===== src/rtl/hilo_commit_unit_if.sv =====
// HI/LO commit unit bus: EX-stage write request, M/W pipeline control,
// and the forwarded/architectural HI/LO results.
interface hilo_commit_unit_if #(
  parameter int HALF_W = 32
);
  logic                  wen_e;
  logic [1:0]            sel_e;
  logic [2*HALF_W-1:0]   wdata_e;
  logic                  stall_m;
  logic                  flush_m;
  logic                  exc_m;
  logic                  stall_w;
  logic                  flush_w;
  logic [2*HALF_W-1:0]   hilo_o;
  logic [HALF_W-1:0]     hi_arch;
  logic [HALF_W-1:0]     lo_arch;
  logic                  commit_w;
  logic [1:0]            commit_sel;

  modport master (
    output wen_e, sel_e, wdata_e, stall_m, flush_m, exc_m, stall_w, flush_w,
    input  hilo_o, hi_arch, lo_arch, commit_w, commit_sel
  );

  modport slave (
    input  wen_e, sel_e, wdata_e, stall_m, flush_m, exc_m, stall_w, flush_w,
    output hilo_o, hi_arch, lo_arch, commit_w, commit_sel
  );
endinterface


===== src/rtl/hilo_commit_unit.sv =====
// HI/LO commit unit: carries EX-stage HI/LO writes through the M and W slots,
// commits them to the architectural pair when they leave W un-flushed, and
// forwards the youngest in-flight value back to the EX-stage ALU.
module hilo_commit_unit #(
  parameter int HALF_W = 32,
  parameter bit FWD_EN = 1'b1
) (
  input  logic              clk,
  input  logic              rst,
  hilo_commit_unit_if.slave bus
);
  localparam int DW = 2 * HALF_W;

  typedef struct packed {
    logic          v;
    logic [1:0]    sel;
    logic [DW-1:0] d;
  } slot_t;

  slot_t         m_q, m_d;
  slot_t         w_q, w_d;
  logic [DW-1:0] arch_q, arch_d;
  logic          commit;

  // Next state of the M/W slots and the architectural pair.
  always_comb begin
    m_d    = m_q;
    w_d    = w_q;
    arch_d = arch_q;
    commit = w_q.v & ~bus.stall_w & ~bus.flush_w;

    if (bus.flush_m) begin
      m_d.v = 1'b0;
    end else if (!bus.stall_m) begin
      m_d.v   = bus.wen_e;
      m_d.sel = bus.sel_e;
      m_d.d   = bus.wdata_e;
    end

    // A stalled M slot feeds a bubble into W; an excepting M entry dies here.
    if (bus.flush_w) begin
      w_d.v = 1'b0;
    end else if (!bus.stall_w) begin
      if (bus.stall_m) begin
        w_d.v = 1'b0;
      end else begin
        w_d.v   = m_q.v & ~bus.exc_m;
        w_d.sel = m_q.sel;
        w_d.d   = m_q.d;
      end
    end

    if (commit) arch_d = w_q.d;
  end

  // State registers; reset discards in-flight entries and clears HI/LO.
  always_ff @(posedge clk) begin
    if (!rst) begin
      m_q    <= '0;
      w_q    <= '0;
      arch_q <= '0;
    end else begin
      m_q    <= m_d;
      w_q    <= w_d;
      arch_q <= arch_d;
    end
  end

  // Forwarding mux: youngest un-excepted in-flight write wins.
  generate
    if (FWD_EN) begin : g_fwd
      always_comb begin
        bus.hilo_o = arch_q;
        if (m_q.v && !bus.exc_m) bus.hilo_o = m_q.d;
        else if (w_q.v)          bus.hilo_o = w_q.d;
      end
    end else begin : g_nofwd
      always_comb begin
        bus.hilo_o = arch_q;
      end
    end
  endgenerate

  // Architectural view and commit trace.
  always_comb begin
    bus.hi_arch    = arch_q[DW-1:HALF_W];
    bus.lo_arch    = arch_q[HALF_W-1:0];
    bus.commit_w   = commit;
    bus.commit_sel = commit ? w_q.sel : 2'b00;
  end
endmodule


===== src/flat_wrapper.sv =====
// flat-port wrapper written by rule: the top's interface ports become plain ports
module hilo_commit_unit_flat 
#(
  parameter int HALF_W = 32,
  parameter bit FWD_EN = 1'b1
)
  (clk, rst, bus_wen_e, bus_sel_e, bus_wdata_e, bus_stall_m, bus_flush_m, bus_exc_m, bus_stall_w, bus_flush_w, bus_hilo_o, bus_hi_arch, bus_lo_arch, bus_commit_w, bus_commit_sel);
  hilo_commit_unit_if #(.HALF_W(HALF_W)) bus_i ();
  input  logic clk;
  input  logic rst;
  input wire logic [$bits(bus_i.wen_e)-1:0] bus_wen_e;
  input wire logic [$bits(bus_i.sel_e)-1:0] bus_sel_e;
  input wire logic [$bits(bus_i.wdata_e)-1:0] bus_wdata_e;
  input wire logic [$bits(bus_i.stall_m)-1:0] bus_stall_m;
  input wire logic [$bits(bus_i.flush_m)-1:0] bus_flush_m;
  input wire logic [$bits(bus_i.exc_m)-1:0] bus_exc_m;
  input wire logic [$bits(bus_i.stall_w)-1:0] bus_stall_w;
  input wire logic [$bits(bus_i.flush_w)-1:0] bus_flush_w;
  output wire logic [$bits(bus_i.hilo_o)-1:0] bus_hilo_o;
  output wire logic [$bits(bus_i.hi_arch)-1:0] bus_hi_arch;
  output wire logic [$bits(bus_i.lo_arch)-1:0] bus_lo_arch;
  output wire logic [$bits(bus_i.commit_w)-1:0] bus_commit_w;
  output wire logic [$bits(bus_i.commit_sel)-1:0] bus_commit_sel;
  assign bus_i.wen_e = bus_wen_e;
  assign bus_i.sel_e = bus_sel_e;
  assign bus_i.wdata_e = bus_wdata_e;
  assign bus_i.stall_m = bus_stall_m;
  assign bus_i.flush_m = bus_flush_m;
  assign bus_i.exc_m = bus_exc_m;
  assign bus_i.stall_w = bus_stall_w;
  assign bus_i.flush_w = bus_flush_w;
  assign bus_hilo_o = bus_i.hilo_o;
  assign bus_hi_arch = bus_i.hi_arch;
  assign bus_lo_arch = bus_i.lo_arch;
  assign bus_commit_w = bus_i.commit_w;
  assign bus_commit_sel = bus_i.commit_sel;
  hilo_commit_unit #(.HALF_W(HALF_W), .FWD_EN(FWD_EN)) u_core (.clk(clk), .rst(rst), .bus(bus_i));
endmodule

===== config.mk =====
export PLATFORM = sky130hd
export DESIGN_NAME = hilo_commit_unit_flat
export DESIGN_NICKNAME = d
export VERILOG_FILES = /design/src/rtl/hilo_commit_unit_if.sv /design/src/rtl/hilo_commit_unit.sv /design/src/flat_wrapper.sv
export SDC_FILE = /design/constraint.sdc
export NUM_CORES = 1
export LEC_CHECK = 0
export ABC_CLOCK_PERIOD_IN_PS = 2000
export BUFFER_PORTS_ARGS = -buffer_cell sky130_fd_sc_hd__clkbuf_2
export CAP_MARGIN = 15
export CORE_MARGIN = 5
export CORE_UTILIZATION = 35
export DETAILED_ROUTE_END_ITERATION = 8
export PLACE_DENSITY = 0.55
export SYNTH_ARGS = -nofsm -noshare
export SYNTH_HDL_FRONTEND = slang
export SYNTH_SLANG_ARGS = --single-unit

===== constraint.sdc =====
create_clock -name clk -period 2 [get_ports clk]
set_clock_uncertainty 0.05 [all_clocks]
set_input_delay 0.2 -clock clk [delete_from_list [all_inputs] [get_ports clk]]
set_output_delay 0.2 -clock clk [all_outputs]
set_load 0.005 [all_outputs]

==> impl_metrics.toml <==
[critical_path]
slowest_stage_delay_on_critical_path_ps = 390
path_max_fanout = 25
cpLargestDelayFamily = "multiplexers"
most_frequent_cell_on_critical_path = "sky130_fd_sc_hd__mux2_2"
end_kind = "output pin"
critPathLaunchType = "register"
path_cells = "buf_12, mux2_2, mux2_2, clkbuf_2"
cpMaxStageDelayCell = "sky130_fd_sc_hd__dfxtp_4"
worstPathArrival_ps = 1810
setup.worst_path.class = "reg -> out"
worstPathRequired_ps = 1750
path_buf_inv = 2

[yosys]
synth-seq-cells = 198
complex_gate_fraction_of_the_synthesized_area_pct = 7.33
yosys.area_share.xor_xnor_pct = 0
synth_simple_gate_area_share_pct = 15.0
synthArstFlopShare_pct = 0
combinational_family_with_the_most_area_after_synthesis = "multiplexers"
synth-seq-area-share_pct = 43.2
ys_dominant_reg_cell = "sky130_fd_sc_hd__dfxtp_1"
yosysUniqueCellTypes = 22
synthesis.instances = 947
post_synth_instance_area_mm2 = 0.00918
synth-edff-count = 0
post_synth.cell_area_avg_um2 = 9.70
yosysWarnings = 0
synth.net_count = 1021
synth.area.mux_share_pct = 30.0
post_synthesis_adder_cell_area_fraction_pct = 0

[clocking]
tritoncts_clock_tree = "yes"
cts_hold_repair.buffers = 0
cts_max_path_buffers = 2
cts_root_buf = "sky130_fd_sc_hd__clkbuf_16"
maximum_level_of_the_cts_h_tree = 4
clock_insertion_delay_worst_skew_ps = 430
worst_setup_hold_path_clk_slew_ps = 80
numCtsBuffers = 17
cts.sink_count = 198

[die]
total_die_area_mm2 = 0.0296
chipWidth_um = 172
initial_core_utilization_pct = 35.4
core_mm2 = 0.0259
die_h_um = 172
core.rowCount = 59
ioPinCount = 205

[routing]
antenna_left = 0
detailedRoute.firstPassIterationCount = 5
routed_via_count = 7207
remaining_drc_errors = 0
wl_um = 24400
drt_iter0_markers = 377
drt-wirelength-per-cell_um = 16.8
vias_per_cell = 4.95

[placed_design]
buffers_added_on_ports = 204
gpl.final_weighted_congestion = 0.738
dp_worst_setup_slack_ps = 324
place.detailed.hpwl_um = 16100
dpl.cell_count = 1422
placed_area_mm2 = 0.0106

[run]
max_cap_viol_count = 0

[sta]
period_needed_ps = 2060
timing.final.hold_violations = 0
drv_slew = 0
fin_setup_tns_ps = -685
unrepaired_setup_endpoints_after_global_routing = "true"
max_slew.worst_pin.slew_ps = 418
fin_crit_sh_pct = 103
max_slew_margin_pct = 72.1
max_clock_freq_ghz = 0.486
layout_setup_ws_ps = -58.0
whs_ps = 6.87
timing.final.setup_violations = 55

[grt]
largest_net_degree_at_the_start_of_global_routing = 71
number_of_antenna_violations_at_the_first_check_in_global_routing = 0
gr-total-overflow = 0
wire_length_of_the_first_global_routing_pass_um = 39200
first_global_vias = 7252
global_route.usage.total_pct = 16.5

[finish]
mostFrequentLayoutCell = "sky130_fd_sc_hd__clkbuf_2"
most-common-layout-cells = "sky130_fd_sc_hd__clkbuf_2 (200), sky130_fd_sc_hd__nand2_1 (197), sky130_fd_sc_hd__dfxtp_1 (197), sky130_fd_sc_hd__mux2i_1 (131), sky130_fd_sc_hd__mux2_2 (124)"
fin_area_mm2 = 0.0112
final_core_util_pct = 43.2
area.growth.synth_to_final_pct = 21.9
finalNetCount = 1181
finish.cell_count_without_fillers = 1455
filler_cell_count = 2529
antennaDiodeCount = 0
layout-drive-gt1-share_pct = 39.8

[outcome]
outcome = "finished with violations"
violated_checks = "setup timing"

[power]
pwr-share-seq_pct = 51.3
worst_ir_drop_vdd_v = 0.000495
report.power.total_mw = 7.91
clock_power_share_pct = 42.2
switching_share_pct = 25.3
leakagePower_nw = 4.45
power_density_cells_mw_per_mm2 = 707
net-switching-power_mw = 2.01
cell_internal_pwr_mw = 5.91
power.combinational.fraction_pct = 6.5

[worst_hold_path]
hp-class = "in -> reg"
[synth_stat cells (2+ instances only)]
master / instances / area [um^2]
sky130_fd_sc_hd__dfxtp_1: 198 / 3960
sky130_fd_sc_hd__nand2_1: 197 / 739
sky130_fd_sc_hd__mux2i_1: 131 / 1310
sky130_fd_sc_hd__mux2_2: 128 / 1440
sky130_fd_sc_hd__a21oi_1: 66 / 330
sky130_fd_sc_hd__o21ai_0: 66 / 330
sky130_fd_sc_hd__or3b_2: 52 / 455
sky130_fd_sc_hd__clkbuf_1: 39 / 146
sky130_fd_sc_hd__buf_2: 22 / 110
sky130_fd_sc_hd__or3b_1: 14 / 123
sky130_fd_sc_hd__buf_1: 9 / 33.8
sky130_fd_sc_hd__buf_4: 9 / 67.6
sky130_fd_sc_hd__clkbuf_2: 4 / 20.0
sky130_fd_sc_hd__buf_6: 3 / 33.8
sky130_fd_sc_hd__and2_1: 2 / 12.5
[per-layer routing]
layer | global-route usage [%] | routed length [um] | vias to the layer above
met3 | 3.68 | 1270 | 20
met5 | 0 | 0 | -
met1 | 22.0 | 11200 | 3412
li1 | - | - | 3621
met4 | 3.96 | 354 | 0
met2 | 27.3 | 11600 | 154
[power groups by stage]
stage                     Combinational (mW)  Sequential, mW  Clock, mW
after floorplan                        0.327            4.14          0
after global placement                 0.511            4.15          0
after detailed placement               0.517            4.15          0
after CTS                              0.520            4.06       3.44
after global routing                   0.569            4.07       3.59
final                                  0.511            4.06       3.34
[registers in the layout, summed over array words and instances (netlist names)]
signal and cells:
u_core.m_q 67, u_core.arch_q 64, u_core.w_q 67
[area by class of cell]
| class | instances | area (um^2) | area share [%] |
|---|---|---|---|
| clock buffer | 19 | 443 | 3.96 |
| timing repair buffer | 227 | 1410 | 12.5 |
| tap | 335 | 419 | 3.74 |
| clock inverter | 13 | 118 | 1.05 |
| sequential | 198 | 3970 | 35.4 |
| inverter | 1 | 3.75 | 0.0335 |
| multi-input combinational | 662 | 4840 | 43.2 |
[what timing repair did]
action,CTS,global route
buffers inserted,1,0
pin swaps,1,0
setup endpoints to repair,66,66
gates resized for setup,7,3
[kinds of logic after synthesis]
group	count (synthesis)
AO/OA/AOI/OAI	133
buffers and inverters	87
flip-flops	198
multiplexers	259
AND/OR/NAND/NOR	270
[worst paths after layout]
path	endpoint	start	slack, ps	depth (start not counted)
min reg2reg	u_core.w_q[64]	u_core.m_q[64]	410	2
max	bus_hilo_o[45]	u_core.w_q[66]	-60	4
max reg2reg	u_core.arch_q[14]	u_core.w_q[66]	120	6
min	u_core.m_q[66]	bus_wen_e	7	3
[worst reg2reg max path, cell delays in order (launching register included)]
cell,delay (ps)
sky130_fd_sc_hd__dfxtp_4,390
sky130_fd_sc_hd__buf_12,200
sky130_fd_sc_hd__nor3b_4,320
sky130_fd_sc_hd__buf_12,150
sky130_fd_sc_hd__buf_4,260
sky130_fd_sc_hd__buf_12,220
sky130_fd_sc_hd__mux2i_1,210
Power figures use the tool's default switching activity.
